<file path="src/rtl/fan_ctrl_pkg.sv">
// Types and constants shared between the ADC sampler and the fan controller.
// Holds the conversion FSM encoding and the default averaged-sample width.
package fan_ctrl_pkg;

  localparam int ADC_BITWIDTH_DEFAULT = 4;

  typedef enum logic [2:0] {
    ST_IDLE     = 3'd0,
    ST_CS_SETUP = 3'd1,
    ST_SHIFT    = 3'd2,
    ST_CS_HOLD  = 3'd3,
    ST_ACCUM    = 3'd4
  } adc_state_t;

endpackage

</file>
<file path="src/rtl/adc_spi_sampler_if.sv">
// Start/done handshake between the sampler's averaging logic and its SPI shift engine.
// The master starts conversions; the slave reports busy, done and the received word.
interface adc_spi_sampler_if #(
  parameter int SPI_BITWIDTH = 8
) ();

  logic                    start;
  logic                    busy;
  logic                    done;
  logic [SPI_BITWIDTH-1:0] data;

  modport master (output start, input busy, done, data);
  modport slave  (input start, output busy, done, data);

endinterface

</file>
<file path="src/rtl/spi_rx_shifter.sv">
// SPI read engine: chip-select setup, SPI_BITWIDTH SCLK periods sampling MISO MSB first,
// chip-select hold, then a one-cycle ACCUM state that presents the word as done.
module spi_rx_shifter
  import fan_ctrl_pkg::*;
#(
  parameter int SPI_BITWIDTH = 8,
  parameter int CLK_DIV      = 4
) (
  input  logic                     clk_i,
  input  logic                     rst_i,
  input  logic                     clk_en_i,
  input  logic                     spi_miso_i,
  output logic                     spi_cs_n_o,
  output logic                     spi_sclk_o,
  adc_spi_sampler_if.slave         rx
);

  localparam int DW = $clog2(CLK_DIV + 1);
  localparam int HW = $clog2(2 * SPI_BITWIDTH + 1);
  localparam logic [DW-1:0] DIV_LAST  = DW'(CLK_DIV - 1);
  localparam logic [HW-1:0] HALF_LAST = HW'(2 * SPI_BITWIDTH - 1);

  adc_state_t              state_q, state_d;
  logic [DW-1:0]           div_q, div_d;
  logic [HW-1:0]           half_q, half_d;
  logic                    sclk_q, sclk_d;
  logic [SPI_BITWIDTH-1:0] shift_q, shift_d;
  logic                    div_last;

  // NOTE: every always_comb output gets a default first so no path leaves it unassigned (no latch).
  always_comb begin
    state_d  = state_q;
    div_d    = div_q;
    half_d   = half_q;
    sclk_d   = sclk_q;
    shift_d  = shift_q;
    div_last = (div_q == DIV_LAST);
    if (clk_en_i) begin
      unique case (state_q)
        ST_IDLE: begin
          if (rx.start) begin
            state_d = ST_CS_SETUP;
            div_d   = '0;
          end
        end
        ST_CS_SETUP: begin
          div_d = div_last ? '0 : div_q + 1'b1;
          if (div_last) begin
            state_d = ST_SHIFT;
            half_d  = '0;
          end
        end
        ST_SHIFT: begin
          div_d = div_last ? '0 : div_q + 1'b1;
          if (div_last) begin
            sclk_d = ~sclk_q;
            // Sample on the rising SCLK edge; the ADC updates MISO on the falling edge.
            if (!sclk_q) shift_d = SPI_BITWIDTH'({shift_q, spi_miso_i});
            if (half_q == HALF_LAST) state_d = ST_CS_HOLD;
            else                     half_d  = half_q + 1'b1;
          end
        end
        ST_CS_HOLD: begin
          div_d = div_last ? '0 : div_q + 1'b1;
          if (div_last) state_d = ST_ACCUM;
        end
        ST_ACCUM: state_d = ST_IDLE;
        default:  state_d = ST_IDLE;
      endcase
    end
  end

  // NOTE: sequential state uses non-blocking assignments so all flops update together.
  always_ff @(posedge clk_i) begin
    if (rst_i) begin
      state_q <= ST_IDLE;
      div_q   <= '0;
      half_q  <= '0;
      sclk_q  <= 1'b0;
      shift_q <= '0;
    end else begin
      state_q <= state_d;
      div_q   <= div_d;
      half_q  <= half_d;
      sclk_q  <= sclk_d;
      shift_q <= shift_d;
    end
  end

  assign spi_sclk_o = sclk_q;
  assign spi_cs_n_o = !(state_q inside {ST_CS_SETUP, ST_SHIFT, ST_CS_HOLD});
  assign rx.busy    = (state_q != ST_IDLE);
  assign rx.done    = (state_q == ST_ACCUM);
  assign rx.data    = shift_q;

endmodule

</file>
<file path="src/rtl/adc_spi_sampler.sv">
// Periodic serial-ADC sampler: an interval counter requests conversions, the SPI engine
// reads them, and 2^AVG_LOG2 results are summed and truncated into ADC_value_o.
module adc_spi_sampler
  import fan_ctrl_pkg::*;
#(
  parameter int ADC_BITWIDTH    = ADC_BITWIDTH_DEFAULT,
  parameter int SPI_BITWIDTH    = 8,
  parameter int CLK_DIV         = 4,
  parameter int SAMPLE_INTERVAL = 50000,
  parameter int AVG_LOG2        = 2
) (
  input  logic                    clk_i,
  input  logic                    rst_i,
  input  logic                    clk_en_i,
  input  logic                    spi_miso_i,
  output logic                    spi_cs_n_o,
  output logic                    spi_sclk_o,
  output logic [ADC_BITWIDTH-1:0] ADC_value_o,
  output logic                    ADC_valid_o,
  output logic                    busy_o
);

  localparam int AW = SPI_BITWIDTH + AVG_LOG2;
  localparam int IW = $clog2(SAMPLE_INTERVAL + 1);
  localparam int CW = AVG_LOG2 + 1;
  localparam logic [IW-1:0] INT_LAST  = IW'(SAMPLE_INTERVAL - 1);
  localparam logic [CW-1:0] CONV_LAST = CW'((1 << AVG_LOG2) - 1);

  adc_spi_sampler_if #(.SPI_BITWIDTH(SPI_BITWIDTH)) rx_if ();

  spi_rx_shifter #(
    .SPI_BITWIDTH(SPI_BITWIDTH),
    .CLK_DIV     (CLK_DIV)
  ) u_shifter (
    .clk_i      (clk_i),
    .rst_i      (rst_i),
    .clk_en_i   (clk_en_i),
    .spi_miso_i (spi_miso_i),
    .spi_cs_n_o (spi_cs_n_o),
    .spi_sclk_o (spi_sclk_o),
    .rx         (rx_if.slave)
  );

  logic [IW-1:0]           int_q, int_d;
  logic                    req_q, req_d;
  logic [AW-1:0]           acc_q, acc_d;
  logic [CW-1:0]           conv_q, conv_d;
  logic [ADC_BITWIDTH-1:0] value_q, value_d;
  logic                    valid_q, valid_d;
  logic                    wrap, accept, update;
  logic [AW-1:0]           acc_sum;

  always_comb begin
    int_d   = int_q;
    acc_d   = acc_q;
    conv_d  = conv_q;
    value_d = value_q;
    update  = 1'b0;
    wrap    = clk_en_i && (int_q == INT_LAST);
    accept  = clk_en_i && req_q && !rx_if.busy;
    acc_sum = acc_q + AW'(rx_if.data);
    if (clk_en_i) int_d = wrap ? '0 : int_q + 1'b1;
    // A wrap during a conversion keeps (or coalesces into) the pending request.
    req_d = wrap || (req_q && !accept);
    if (clk_en_i && rx_if.done) begin
      if (conv_q == CONV_LAST) begin
        value_d = acc_sum[AW-1 -: ADC_BITWIDTH];
        acc_d   = '0;
        conv_d  = '0;
        update  = 1'b1;
      end else begin
        acc_d  = acc_sum;
        conv_d = conv_q + 1'b1;
      end
    end
    // The pulse waits for the next enabled cycle so it is never masked by clk_en_i.
    valid_d = clk_en_i ? update : valid_q;
  end

  always_ff @(posedge clk_i) begin
    if (rst_i) begin
      int_q   <= '0;
      req_q   <= 1'b0;
      acc_q   <= '0;
      conv_q  <= '0;
      value_q <= '0;
      valid_q <= 1'b0;
    end else begin
      int_q   <= int_d;
      req_q   <= req_d;
      acc_q   <= acc_d;
      conv_q  <= conv_d;
      value_q <= value_d;
      valid_q <= valid_d;
    end
  end

  assign rx_if.start = req_q;
  assign ADC_value_o = value_q;
  assign ADC_valid_o = valid_q && clk_en_i;
  assign busy_o      = rx_if.busy;

endmodule
</file>
<file path="config.mk">
export PLATFORM = sky130hd
export DESIGN_NAME = adc_spi_sampler
export DESIGN_NICKNAME = d
export VERILOG_FILES = /design/src/rtl/fan_ctrl_pkg.sv /design/src/rtl/adc_spi_sampler_if.sv /design/src/rtl/spi_rx_shifter.sv /design/src/rtl/adc_spi_sampler.sv
export SDC_FILE = /design/constraint.sdc
export NUM_CORES = 1
export LEC_CHECK = 0
export CAP_MARGIN = 20
export CORE_MARGIN = 2
export CORE_UTILIZATION = 55
export DETAILED_ROUTE_END_ITERATION = 10
export GPL_ROUTABILITY_DRIVEN = 0
export PLACE_DENSITY = 0.77
export SLEW_MARGIN = 30
export SYNTH_ARGS = -nofsm -noshare
export SYNTH_HDL_FRONTEND = slang
export SYNTH_HIERARCHICAL = 1
export SYNTH_SLANG_ARGS = --single-unit
</file>
<file path="constraint.sdc">
create_clock -name clk_i -period 2.9 [get_ports clk_i]
set_input_delay 0.435 -clock clk_i [delete_from_list [all_inputs] [get_ports clk_i]]
set_output_delay 0.435 -clock clk_i [all_outputs]
set_load 0.1 [all_outputs]
</file>
==> results by group, run 1 <==
Status
  – Status: complete, no violations

Drt
  – 1st-pass router iterations: 5
  – Vias post-DR: 2393
  – Routed Antenna Nets: 0
  – Remaining DRCs: 0
  – DR vias/cell: 5.88
  – WL final: 5.52 mm
  – Met3 Routed Length: 195 µm
  – Met1 wire length: around 2.8 mm
  – Top Layer Used: met4
  – Metal2 WL: 2.50 mm
  – Initial DRC Count: 126
  – Routed WL per cell: 13.6 µm

Setup path
  – CP Cell Sequence: ha_1 > inv_1 > fa_1 > nand2b_1 > a21oi_1 > o32ai_1 > o41ai_1
  – Worst Path Max Fanout: 5
  – Reg2Reg Setup Slack: 670 ps
  – Worst EP arrival: 2440 ps
  – Crit Path Category: register to register
  – CP startpoint kind: register
  – Worst path slowest cell: fa_1
  – Worst stage delay on the critical path: 400 ps
  – Reg2reg path depth: 7
  – Capturing point of the worst reg2reg path: ADC_value_o[0]
  – Required time of the critical path: 3120 ps
  – Critical Path Sink Type: register
  – Reg2Reg Launch Point: u_shifter/rx.data[0]

Power
  – Maximum vdd ir drop: 0.249 mV
  – Pleak: 1.21 nW
  – Power per Cell Area: 399 nW/µm²

Yosys
  – Ys async rst share: 0
  – Post-Syn Nets: 346
  – #FFs+latches synth: 55
  – Post-synth top cells: dfxtp_1, nor2_1, nand3_1
  – Yosys cell types: 66
  – Top-count cell post-synth: dfxtp_1
  – Avg Inst Size Synth: 8.79 µm²
  – Post-synth top area share: 0.382
  – Synth area leaders: dfxtp_1, nor2_1, ha_1
  – Mapped cell area: 2880 µm²
  – Syn. warnings: 6
  – Main flop type after synthesis: dfxtp_1
  – Sequential area share after synthesis: 0.382
  – Post-synth EDFFs: 0
  – Gate count after technology mapping: 328
  – Synth area leader: dfxtp_1

Timing
  – RSZ-0062 raised after global routing: false
  – Worst setup margin: a little under 700 ps
  – Clock Skew: 3.36 ps
  – Number of setup violations in the final report: 0
  – Relative slew slack: 0.483
  – Tcrit/Tclk final: 0.768
  – Worst-Margin Slew: approximately 770 ps
  – Final Hold Viols: 0
  – Final setup TNS: 0 ps
  – Minimum clock period: 2230 ps
  – Final slew viol count: 0
  – Fmax: 449 MHz

Floorplanning
  – I/O Pins: 12
  – Core ar.: 5070 µm²
  – Rows: 26
  – Initial core utilization: 0.568
  – Die extent in y: between 70 and 80 µm
  – DIE WIDTH: 76.4 µm
  – Die area: ~5800 µm²

Clock network
  – CTS tree: done
  – Clock latency on the worst-skew pair: around 310 ps
  – Hold buffers post-CTS: 0
  – Post-CTS Repair Setup Buffers: 0
  – Clock root buffer: clkbuf_8
  – CTS Buf Count: 5
  – Gates resized, CTS repair: 0
  – Clk slew on worst S/H paths: around 90 ps
  – CTS H-Tree Depth: 2
  – Clock sinks: 55
  – Longest Clk Path Bufs: 2

Layout
  – N_diodes: 0
  – Layout cell share with drive strength beyond 1: 0.0890
  – Nets@finish: 354
  – Final std cell area, no fill: 3140 µm²
  – Synth-to-layout area growth: 8.72%

Worst hold path
  – Hold WC Path Type: register to register
  – Min-Delay Path Depth: 2
  – Endpoint, Worst Hold: acc_q[4]
  – Worst hold start: acc_q[4]

Global routing
  – First-pass GRT wire length: about 10 mm
  – Grt total ovfl: 0
  – GRT Overall Usage: 0.200
  – Largest net degree at the start of global routing: 44
  – Initial antenna violation count: 0
  – Vias in the first global route: about 2200

Placed design
  – Hpwl dp: 3.95 mm
  – Pre-CTS WS: around 450 ps
  – Placed Area: 3030 µm²
  – PortBufs: 11

Job
  – Max-cap violations: 0
[cell families after synthesis]
kind of cell	Yosys count	share of synthesized area
AO/OA/AOI/OAI	69	0.171
AND/OR/NAND/NOR	139	0.262
adder cells (fa/ha/maj)	14	0.0633
buffers and inverters	26	0.0408
flip-flops	55	0.382
multiplexers	11	0.0386
XOR/XNOR	14	0.0425
[final cells by class]
cell class	count	area, µm²
clock inverter	1	7.51
timing repair buffer	15	133
inverter	12	45.0
fill	461	1940
sequential	55	1100
clock buffer	7	96.3
multi-input combinational	247	1670
tap	70	87.6
[cells in the final DEF, fill, tap and decap left out, types with 4 or more instances in the layout]
master    count
dfxtp_1      55
clkbuf_8      7
a21oi_1      17
nand2b_1      8
ha_1         13
buf_4        11
nor2_1       46
mux2i_1      10
and3_1        4
or3_1         4
nand2_1      16
nor3_1        9
o21ai_0       9
nand4_1       5
nor2b_1       5
nand3_1      19
xnor2_1      11
o211ai_1      4
inv_1        12
[worst max-delay path, delay by kind of cell, from the launching register on]
family	cells	cell delay [ps]
DFF	1	370
AOI/OAI and AO/OA	3	900
and+or+nand+nor	1	210
buffers and inverters	1	60
adders and majority gates	2	600
[registers in the layout (all words and copies together) (netlist names)]
register              cells
ADC_value_o               4
u_shifter/rx.data         8
u_shifter/half_q          5
u_shifter/div_q           3
u_shifter/spi_sclk_o      1
req_q                     1
int_q                    16
u_shifter/state_q         3
conv_q                    3
valid_q                   1
acc_q                    10
[worst max path at each step]
stage	slack [ps]	startpoint	to
floorplan	340	u_shifter/state_q[1]	u_shifter/state_q[0]
global route	450	u_shifter/rx.data[0]	ADC_value_o[0]
global placement	460	clk_en_i	int_q[0]
detailed placement	450	clk_en_i	int_q[0]
finish	670	u_shifter/rx.data[0]	ADC_value_o[0]
CTS	660	u_shifter/rx.data[0]	ADC_value_o[0]
[routing by layer]
layer  vias to the layer above  track usage
li1                       1220            -
met1                      1127        0.265
met2                        40        0.323
met3                         6       0.0379
met4                         0       0.0745
met5                         -            0
[report_power, final]
| group | total [mW] | switching (mW) | internal, mW |
|---|---|---|---|
| clock | 0.458 | 0.241 | 0.217 |
| combinational | 0.0345 | 0.0243 | 0.0103 |
| sequential | 0.759 | 0.00241 | 0.757 |
[per-stage QoR]
step	hold WS, ps	std cells	utilization	power (mW)
after floorplan	436	328	-	0.800
after global placement	449	399	0.597	0.811
after detailed placement	458	399	0.597	0.811
after CTS	470	407	0.618	1.27
after global routing	496	407	0.618	1.30
final	462	407	0.618	1.25
No activity file was read; power rests on OpenSTA's default activity.
==> run 2, diff against run 1 <==
clock period = 2.08 ns   (was 2.9 ns; I/O delays follow)
==> results by group, run 2 (same netlist as run 1, synthesis figures left out) <==
Clock network
  – Clock root buffer: clkbuf_8
  – CTS tree: done
  – Post-CTS Repair Setup Buffers: 0
  – Clock sinks: 55
  – Clock latency on the worst-skew pair: 300 ps
  – Clk slew on worst S/H paths: 90 ps
  – CTS Buf Count: 5
  – CTS H-Tree Depth: 2
  – Longest Clk Path Bufs: 2
  – Hold buffers post-CTS: 0

Floorplanning
  – I/O Pins: 12
  – DIE WIDTH: 76.4 µm
  – Die area: 5840 µm²
  – Rows: 26
  – Core ar.: 5070 µm²
  – Die extent in y: 76.4 µm
  – Initial core utilization: 0.568

Layout
  – Largest reg by FF count: int_q
  – Layout cell share with drive strength beyond 1: 0.153
  – Final std cell area, no fill: 3330 µm²
  – Synth-to-layout area growth: 15.5%
  – Nets@finish: 371
  – Max reg flops: 16
  – Non-filler cells, final: 423
  – Most frequent cells in the layout: dfxtp_1, nor2_1, buf_4
  – N_diodes: 0
  – Core Util, Final: 0.656
  – Commonest non-fill, non-tap cell in the layout: dfxtp_1

Timing
  – Worst-Margin Slew: 467 ps
  – Clock Skew: 5.55 ps
  – Final slew viol count: 0
  – RSZ-0062 raised after global routing: true
  – Tcrit/Tclk final: 0.923
  – Number of setup violations in the final report: 0
  – Relative slew slack: 0.685
  – Final Hold Viols: 0
  – Minimum clock period: between 1500 and 2000 ps
  – Worst setup margin: 161 ps
  – Fmax: 521 MHz

Setup path
  – Worst stage delay on the critical path: 360 ps
  – Required time of the critical path: 2280 ps
  – Reg2Reg Setup Slack: 160 ps
  – Crit Path Category: register to register
  – Worst path slowest cell: dfxtp_2
  – Worst Path Max Fanout: 3
  – CP startpoint kind: register
  – Worst EP arrival: 2120 ps
  – CP Cell Sequence: ha_2 > inv_1 > fa_2 > nand2b_4 > buf_4 > a21oi_2 > o32ai_1 > o41ai_1
  – Critical Path Sink Type: register

Drt
  – Initial DRC Count: 112
  – Vias post-DR: ~2400
  – 1st-pass router iterations: 4
  – WL final: about 5.8 mm
  – DR vias/cell: 5.78
  – Routed Antenna Nets: 0
  – Routed WL per cell: 13.7 µm
  – Remaining DRCs: 0

Global routing
  – Vias in the first global route: 2375
  – Initial antenna violation count: 0
  – GRT Overall Usage: 0.213
  – First-pass GRT wire length: around 10 mm
  – Grt total ovfl: 0
  – Largest net degree at the start of global routing: 44

Placed design
  – PortBufs: 11
  – Hpwl dp: 4.30 mm
  – Dpl cells: ~420
  – Placed Area: 3200 µm²
  – Pre-CTS WS: 5.41 ps

Power
  – Pleak: 1.32 nW
  – Power per Cell Area: 540 nW/µm²
  – Maximum vdd ir drop: 0.299 mV

Job
  – Max-cap violations: 0

Worst hold path
  – Hold WC Path Type: register to register

Status
  – Status: complete, no violations
## run 2: timing repair
item / 4_1_cts / 5_1_grt
hold endpoints to repair: 0 / 0
cloned: 0 / 0
gates resized for setup: 1 / 7
setup endpoints to repair: 1 / 5
pin swaps: 0 / 2
## run 2: per-stage QoR
step	total power [mW]	hold WS, ps	TNS (ps)
detailed placement	1.14	466	0
global placement	1.14	451	0
floorplan	1.12	436	0
CTS	1.83	480	0
finish	1.80	476	0
global route	1.86	498	-6.78
## run 2: path summary, 6_finish.rpt
path                        start  cells past startpoint        to
min reg2reg              acc_q[4]                      2  acc_q[4]
min                      acc_q[4]                      2  acc_q[4]
max          u_shifter/rx.data[0]                      8  acc_q[6]
max reg2reg  u_shifter/rx.data[0]                      8  acc_q[6]
## run 2: power by group
group / internal [mW] / switching (mW)
Combinational: 0.0194 / 0.0352
Clock: 0.352 / 0.332
Sequential: 1.06 / 0.00331
## run 2: routing by layer
metal / vias to the layer above / wire [µm] / share of wire / track usage
met1: 1159 / 2900 / 0.50 / 0.284
li1: 1249 / - / - / -
met3: 10 / 134 / 0.023 / 0.0355
met5: - / 0 / 0 / 0
met2: 27 / 2690 / 0.46 / 0.360
met4: 0 / 82 / 0.014 / 0.0527
## run 2: area by class of cell
class                           instances  area, µm²
Clock buffer                            5       68.8
Clock inverter                          2       37.5
Fill cell                             441       1740
Inverter                               12       45.0
Multi-Input combinational cell        247       1690
Sequential cell                        55       1100
Tap cell                               70       87.6
Timing Repair Buffer                   32        298
## run 2: critical path: cells and delay by family, from the launching register on
kind | cells | cell delay (ps)
AND/OR/NAND/NOR | 1 | 160
buffers and inverters | 2 | 190
adder cells (fa/ha/maj) | 2 | 540
AO/OA/AOI/OAI | 3 | 580
flip-flops | 1 | 360
